$ cat src/rtl/bcd_display_controller.sv
// bcd_display_controller
// Converts an N-bit unsigned binary value to four BCD digits with a
// sequential double-dabble engine (one bit per cycle). Finished results are
// committed to a double-buffered display register. A free-running scanner
// multiplexes that register onto an active-low 4-digit 7-segment display.
module bcd_display_controller #(
  parameter int N              = 13,
  parameter int REFRESH_CYCLES = 100000
) (
  input  logic         clk,
  input  logic         reset,
  input  logic [N-1:0] bin_in,
  input  logic         bin_valid,
  output logic         bin_ready,
  input  logic         blank_lz,
  output logic         busy,
  output logic         done,
  output logic [3:0]   an,
  output logic [6:0]   seg
);

  localparam int                SCAN_W     = (REFRESH_CYCLES > 1) ? $clog2(REFRESH_CYCLES) : 1;
  localparam logic [SCAN_W-1:0] SCAN_LAST  = SCAN_W'(REFRESH_CYCLES - 1);
  localparam logic [3:0]        SHIFT_LAST = 4'(N - 1);

  typedef enum logic [1:0] {
    IDLE  = 2'd0,
    SHIFT = 2'd1,
    DONE  = 2'd2
  } state_t;

  state_t            state_r;
  logic [N-1:0]      bin_r;
  logic [15:0]       bcd_r;
  logic [3:0]        cnt_r;
  logic [15:0]       disp_r;
  logic [SCAN_W-1:0] scan_cnt_r;
  logic [1:0]        idx_r;

  logic [15:0]       bcd_adj_s;
  logic [16+N-1:0]   work_s;
  logic [15:0]       bcd_next_s;
  logic [N-1:0]      bin_next_s;
  logic [3:0]        digit_s;
  logic              blank_s;
  logic [3:0]        an_s;
  logic [6:0]        seg_s;

  // Double-dabble correction: a nibble of 5 or more would overflow a decimal
  // digit once doubled, so pre-add 3.
  function automatic logic [3:0] dabble(input logic [3:0] nib);
    if (nib >= 4'd5) begin
      dabble = nib + 4'd3;
    end else begin
      dabble = nib;
    end
  endfunction

  // Active-low segment pattern, bit6 = a .. bit0 = g; non-decimal codes go dark.
  function automatic logic [6:0] seg_code(input logic [3:0] d);
    case (d)
      4'd0:    seg_code = 7'b0000001;
      4'd1:    seg_code = 7'b1001111;
      4'd2:    seg_code = 7'b0010010;
      4'd3:    seg_code = 7'b0000110;
      4'd4:    seg_code = 7'b1001100;
      4'd5:    seg_code = 7'b0100100;
      4'd6:    seg_code = 7'b0100000;
      4'd7:    seg_code = 7'b0001111;
      4'd8:    seg_code = 7'b0000000;
      4'd9:    seg_code = 7'b0000100;
      default: seg_code = 7'b1111111;
    endcase
  endfunction

  // One double-dabble step: correct every BCD nibble, then shift {bcd, bin} left.
  always_comb begin
    bcd_adj_s  = {dabble(bcd_r[15:12]), dabble(bcd_r[11:8]),
                  dabble(bcd_r[7:4]),   dabble(bcd_r[3:0])};
    work_s     = {bcd_adj_s, bin_r} << 1;
    bcd_next_s = work_s[16+N-1:N];
    bin_next_s = work_s[N-1:0];
  end

  // Pick the digit for the current scan index and decide leading-zero blanking
  // (a digit blanks only if it and everything above it is zero; digit 0 never).
  always_comb begin
    digit_s = 4'd0;
    blank_s = 1'b0;
    an_s    = 4'b1111;
    case (idx_r)
      2'd0: begin
        digit_s = disp_r[3:0];
        an_s    = 4'b1110;
        blank_s = 1'b0;
      end
      2'd1: begin
        digit_s = disp_r[7:4];
        an_s    = 4'b1101;
        blank_s = blank_lz & (disp_r[15:4] == 12'd0);
      end
      2'd2: begin
        digit_s = disp_r[11:8];
        an_s    = 4'b1011;
        blank_s = blank_lz & (disp_r[15:8] == 8'd0);
      end
      2'd3: begin
        digit_s = disp_r[15:12];
        an_s    = 4'b0111;
        blank_s = blank_lz & (disp_r[15:12] == 4'd0);
      end
      default: begin
        digit_s = 4'd0;
        an_s    = 4'b1111;
        blank_s = 1'b1;
      end
    endcase
    if (blank_s) begin
      seg_s = 7'b1111111;
    end else begin
      seg_s = seg_code(digit_s);
    end
  end

  // Conversion FSM: accept in IDLE, run N dabble steps in SHIFT, commit the
  // result to the display register on the way into the one-cycle DONE state.
  always_ff @(posedge clk or posedge reset) begin
    if (reset) begin
      state_r   <= IDLE;
      bin_ready <= 1'b1;
      busy      <= 1'b0;
      done      <= 1'b0;
      bin_r     <= {N{1'b0}};
      bcd_r     <= 16'd0;
      cnt_r     <= 4'd0;
      disp_r    <= 16'd0;
    end else begin
      case (state_r)
        IDLE: begin
          if (bin_valid) begin
            bin_r     <= bin_in;
            bcd_r     <= 16'd0;
            cnt_r     <= 4'd0;
            state_r   <= SHIFT;
            bin_ready <= 1'b0;
            busy      <= 1'b1;
          end else begin
            state_r   <= IDLE;
          end
        end
        SHIFT: begin
          bcd_r <= bcd_next_s;
          bin_r <= bin_next_s;
          if (cnt_r == SHIFT_LAST) begin
            disp_r  <= bcd_next_s;
            state_r <= DONE;
            busy    <= 1'b0;
            done    <= 1'b1;
          end else begin
            cnt_r   <= cnt_r + 4'd1;
          end
        end
        DONE: begin
          state_r   <= IDLE;
          done      <= 1'b0;
          bin_ready <= 1'b1;
        end
        default: begin
          state_r   <= IDLE;
          bin_ready <= 1'b1;
          busy      <= 1'b0;
          done      <= 1'b0;
        end
      endcase
    end
  end

  // Display scanner: on each refresh wrap, present the digit at the current
  // index and advance the index, so the first update after reset shows digit 0.
  always_ff @(posedge clk or posedge reset) begin
    if (reset) begin
      scan_cnt_r <= {SCAN_W{1'b0}};
      idx_r      <= 2'd0;
      an         <= 4'b1111;
      seg        <= 7'b1111111;
    end else if (scan_cnt_r == SCAN_LAST) begin
      scan_cnt_r <= {SCAN_W{1'b0}};
      idx_r      <= idx_r + 2'd1;
      an         <= an_s;
      seg        <= seg_s;
    end else begin
      scan_cnt_r <= scan_cnt_r + SCAN_W'(1);
    end
  end

endmodule
$ cat config.mk
export PLATFORM = sky130hd
export DESIGN_NAME = bcd_display_controller
export DESIGN_NICKNAME = d
export VERILOG_FILES = /design/src/rtl/bcd_display_controller.sv
export SDC_FILE = /design/constraint.sdc
export NUM_CORES = 1
export LEC_CHECK = 0
export ABC_CLOCK_PERIOD_IN_PS = 3240
export CORE_UTILIZATION = 56
export DETAILED_ROUTE_END_ITERATION = 10
export PLACE_DENSITY = 0.77
export SLEW_MARGIN = 20
export SYNTH_ARGS = -nofsm -noshare
export SYNTH_HDL_FRONTEND = slang
export SYNTH_SLANG_ARGS = --single-unit
$ cat constraint.sdc
create_clock -name clk -period 3.24 [get_ports clk]
set_input_delay 0.648 -clock clk [delete_from_list [all_inputs] [get_ports clk]]
set_output_delay 0.648 -clock clk [all_outputs]
set_load 0.03 [all_outputs]
Word level (Yosys, flattened, before mapping). Memory sizes are Yosys's and may differ from the RTL's. Index checks and enable logic that the tools add are counted.

Add/sub/neg operators: 7. Multiply operators: 0. Divide/modulo/power cells: 0. Order comparisons: 4. Equal/unequal tests: 10. Shift-type cells: 0. Multiplexer cells: 26. Bitwise logic cells: 6. Reduce and logical (&&, ||, !) cells: 12.

Operator list (count): one-hot mux 16 bit (2 select lines) (1); one-hot mux 4 bit (4 select lines) (2); one-hot mux 13 bit (2 select lines) (1); two-way mux 4 bit (5); adder 17 x 1 -> 17 bit, second input constant (1); equality test 17 bit, second input constant (1); two-way mux 17 bit (1); greater-or-equal comparator 4 x 3 -> 1 bit, second input constant (4); two-way mux 16 bit (1); two-way mux 13 bit (1); adder 4 x 2 -> 4 bit, second input constant (3); logical NOT 12 bit (1); logical NOT 8 bit (1); one-hot mux 4 bit (2 select lines) (1); AND reduction 2 bit (4); two-way mux 7 bit (1); equality test 2 bit, second input constant (3); inequality test 2 bit, second input constant (3); AND reduction 3 bit (2); two-way mux 1 bit (5); adder 4 x 1 -> 4 bit, second input constant (1); equality test 2 x 1 -> 1 bit, second input constant (2); equality test 4 bit, second input constant (1); logical NOT 2 bit (2); other kinds (12) (17).

Flip-flop bits (word level): 84. Bits in latches: 0. Bits in writable memories: 0. Memory bits (read-only): 112. Input port bits: 17. Memories kept: 1.

Memory list: (name not given) (words 16, bits a word 7, rd ports 1, clocked after Yosys merged registers in 0, write ports 0, line 61) `case (d)`.

Logic depth before layout (Yosys ltp).
Word-level depth: 4. Mapped depth: 9.

Worst setup path after synthesis. OpenSTA, ideal clock, no wires.

Kind: reg2reg. Start point: register idx_r[0]. End point: register seg[3]. Arrival: 2.014 ns. Required time: 3.160 ns. Path slack: 1.146 ns. Cell stages (with the launch flop): 10. Buffers on the path: 1. Period minus slack after synthesis: 2.094 ns. Cells stage by stage: dfrtp_1 -> inv_1 -> ha_1 -> clkbuf_1 -> mux2i_1 -> inv_1 -> ha_1 -> mux2i_1 -> nor2_1 -> o22a_1.

Longest elaborated chain between the ends: 4.

Ends and longest elaborated chain: start, declared (line 38) `logic [1:0] idx_r;`; start signal, assigned (line 188) `idx_r <= idx_r + 2'd1;`; equality test 2 bit, or another cell as far along (line 91) `case (idx_r)`; one-hot mux 4 bit (4 select lines) (line 91); memory read (16 x 7 bit); two-way mux 7 bit * (line 118) `if (blank_s) begin`; end signal, assigned (line 190) `seg <= seg_s;`; end, declared (line 19) `output logic [6:0] seg`.

Mark *: on every way between the ends. The rest lies on a longest branch, timed or not. A chain may end at the register's enable or synchronous reset.

Final worst setup path.
Start point: register scan_cnt_r[12]. End point: register an[1].

Longest elaborated chain between the ends: 1.

Ends and longest elaborated chain: start, declared (line 37) `logic [SCAN_W-1:0] scan_cnt_r;`; start signal, assigned (line 182) `scan_cnt_r <= {SCAN_W{1'b0}};`; start signal, assigned (line 187) `scan_cnt_r <= {SCAN_W{1'b0}};`; start signal, assigned (line 192) `scan_cnt_r <= scan_cnt_r + SCAN_W'(1);`; equality test 17 bit (line 186) `end else if (scan_cnt_r == SCAN_LAST) begin`; end signal, assigned (line 189) `an <= an_s;`; end, declared (line 18) `output logic [3:0] an,`.

No other way between the ends.

==> impl_metrics.toml <==
[status]
status = "finished clean"

[route]
vias = 3060
ant_nets = 0
dr.pass1.iters = 4
wl_per_cell_um = 14.3
drc = 0
drtIter0Drc = 141
wl_mm = 7.91
via_per_inst = 5.53

[die]
coreArea_um2 = 7250
die_h_um = 88.6
die_area_um2 = 7860
rows = 31
die_x_um = 88.6
ioPinCount = 31
initial_core_util_pct = 57.9

[synthesis]
synth-edff-count = 0
synth_xor_area_share_pct = 4.17
synth_compound_area_share_pct = 12.6
ys_seq_area_share_pct = 50.4
ys.warnings.count = 0
mappedNetlistArea_um2 = 4200
yosys.area_share.simple_pct = 15.2
synth_mux_area_share_pct = 6.85
async_flop_share_pct = 100
synthAdderAreaFrac_pct = 6.25
yosysUniqueCellTypes = 40
ys_seq_elements = 84
syn-instance-count = 421
synth_top_family_by_area = "simple AND/OR/NAND/NOR gates"
syn_area_per_cell_um2 = 9.98
syn_nets = 459
ys.flop_type = "dfrtp_1"

[sta]
fin_skew_ps = 10.9
min_period_ps = 2420
timing.slew.headroom_pct = 61.1
fin_tns_setup_ps = 0
drv_slew = 0
max_freq_mhz = 413
setup_viol = 0
rsz0062_at_grt = "no"
worst_pin_slew_ps = 584
fin_crit_sh_pct = 74.7
hold_violations = 0

[pwr]
clockPowerShare_pct = 24.5
peakVddDrop_mv = 0.460
switching_share_pct = 35.8
pwr_density_cell_nw_per_um2 = 782
power_switching_mw = 1.36
p_seq_share_pct = 41.2
comb_power_share_pct = 34.3
power.leakage_nw = 2.11
p_int_mw = 2.43

[clock_tree]
root_buffer = "clkbuf_8"
cts_setup_buffers = 0
cts_buffers = 9
clk_pin_slew_worst_paths_ps = 80
htreeDepth = 3
clk_path_buf_depth = 2
cts_tree = "yes"
cts_num_sinks = 84
holdBufCountCts = 0
insertion_delay_ps = 360
cts_resized = 0

[layout]
final_cell_mix = "dfrtp_1, nand2_1, o21ai_0"
drive_gt1_share_pct = 9.91
insertedDiodeCount = 0
design_area_um2 = 4850
final_util_pct = 66.8
final_common_cell = "dfrtp_1"
nets = 487
synthToLayoutAreaGrowth_pct = 15.3

[worst_setup_path]
crit_fanout = 15
arrival_ps = 2700
worstSetupPathType = "flop to flop"
critPathRequiredTime_ps = 3520
end_kind = "flop"
setup.worst_path.start_class = "flop"

[grt]
grt_pass1_wl_mm = 13.2
grt_pass1_vias = 2975
grt_max_degree = 85
grt_util_all_layers_pct = 22.2
overflow = 0
antenna_found_initial = 0

[place]
dp_hpwl_mm = 5.51
port_buffers = 30
gp_congestion = 0.808
place_area_um2 = 4600

[flow_run]
cap_violations = 0

[min_path]
hold_path.class = "flop to flop"
==> path summary, 6_finish.rpt <==
kind | slack [ps] | cells after the start | end | start
hold / removal | 480 | 2 | an[2] | an[2]
max in group asynchronous | 2160 | 3 | bin_ready | reset
setup reg to reg | 820 | 5 | an[1] | scan_cnt_r[12]
min in group asynchronous | 720 | 3 | bcd_r[9] | reset
setup / recovery | 820 | 5 | an[1] | scan_cnt_r[12]
hold reg to reg | 480 | 2 | an[2] | an[2]
==> synth_stat cells (7+ instances only) <==
cell	n	share of area [%]
nand3_1	12	1.4
dfrtp_1	72	43
xor2_1	7	1.5
o21ai_0	48	5.7
xnor2_1	13	2.7
nand2_1	54	4.8
a21oi_1	18	2.1
nor2_1	23	2.1
clkbuf_1	13	1.2
ha_1	21	6.3
mux2i_1	22	5.2
nor3_1	8	0.95
o22ai_1	12	1.8
inv_1	27	2.4
dfstp_2	12	7.5
==> sequential cells by signal, summed over array words and instances (netlist names) <==
name        count
bin_ready       1
an              4
seg             7
done            1
busy            1
disp_r         16
state_r         2
bin_r          13
cnt_r           4
bcd_r          16
idx_r           2
scan_cnt_r     17
==> worst max-delay path, stage by stage (launching register included) <==
cell	delay, ps
dfrtp_1	410
or4b_1	530
nor4b_2	280
and3_1	570
buf_4	310
mux2i_1	230
==> power by group through the flow <==
| stage | registers [mW] | logic (mW) | clock network, mW |
|---|---|---|---|
| 2_1_floorplan | 1.54 | 0.983 | 0 |
| 3_3_place_gp | 1.56 | 1.23 | 0 |
| 3_5_place_dp | 1.57 | 1.30 | 0 |
| 4_1_cts | 1.56 | 1.31 | 0.944 |
| 5_1_grt | 1.60 | 1.47 | 0.984 |
| 6_report | 1.56 | 1.30 | 0.928 |
==> final cells by class <==
cell class / instances / area (um2)
tap: 99 / 124
clock inverter: 4 / 95.1
fill: 575 / 2410
timing repair buffer: 35 / 350
sequential: 84 / 2120
multi-input combinational: 292 / 1900
clock buffer: 12 / 155
inverter: 27 / 103
==> layer usage <==
layer	GRT usage, %	wire length, um	vias up	share of wire, %
li1	-	-	1510	-
met1	28.1	3560	1491	45
met2	37.3	3960	47	50
met3	4.29	248	12	3.1
met4	9.68	134	0	1.7
met5	0	0	-	0
==> cell families after synthesis <==
family,count (synthesis)
XOR/XNOR,20
adder cells (fa/ha/maj),21
multiplexers,28
flip-flops,84
AND/OR/NAND/NOR,131
buffers and inverters,45
AO/OA/AOI/OAI,92
==> through the flow <==
stage / std cells / power [mW] / hold WS (ps) / setup WS [ps]
after floorplan: 421 / 2.52 / 449 / 447
after global placement: 537 / 2.79 / 454 / 938
after detailed placement: 537 / 2.88 / 467 / 795
after CTS: 553 / 3.81 / 483 / 784
after global routing: 553 / 4.05 / 500 / 642
final: 553 / 3.79 / 478 / 821
Note: power is estimated with default switching activity, not from simulation.
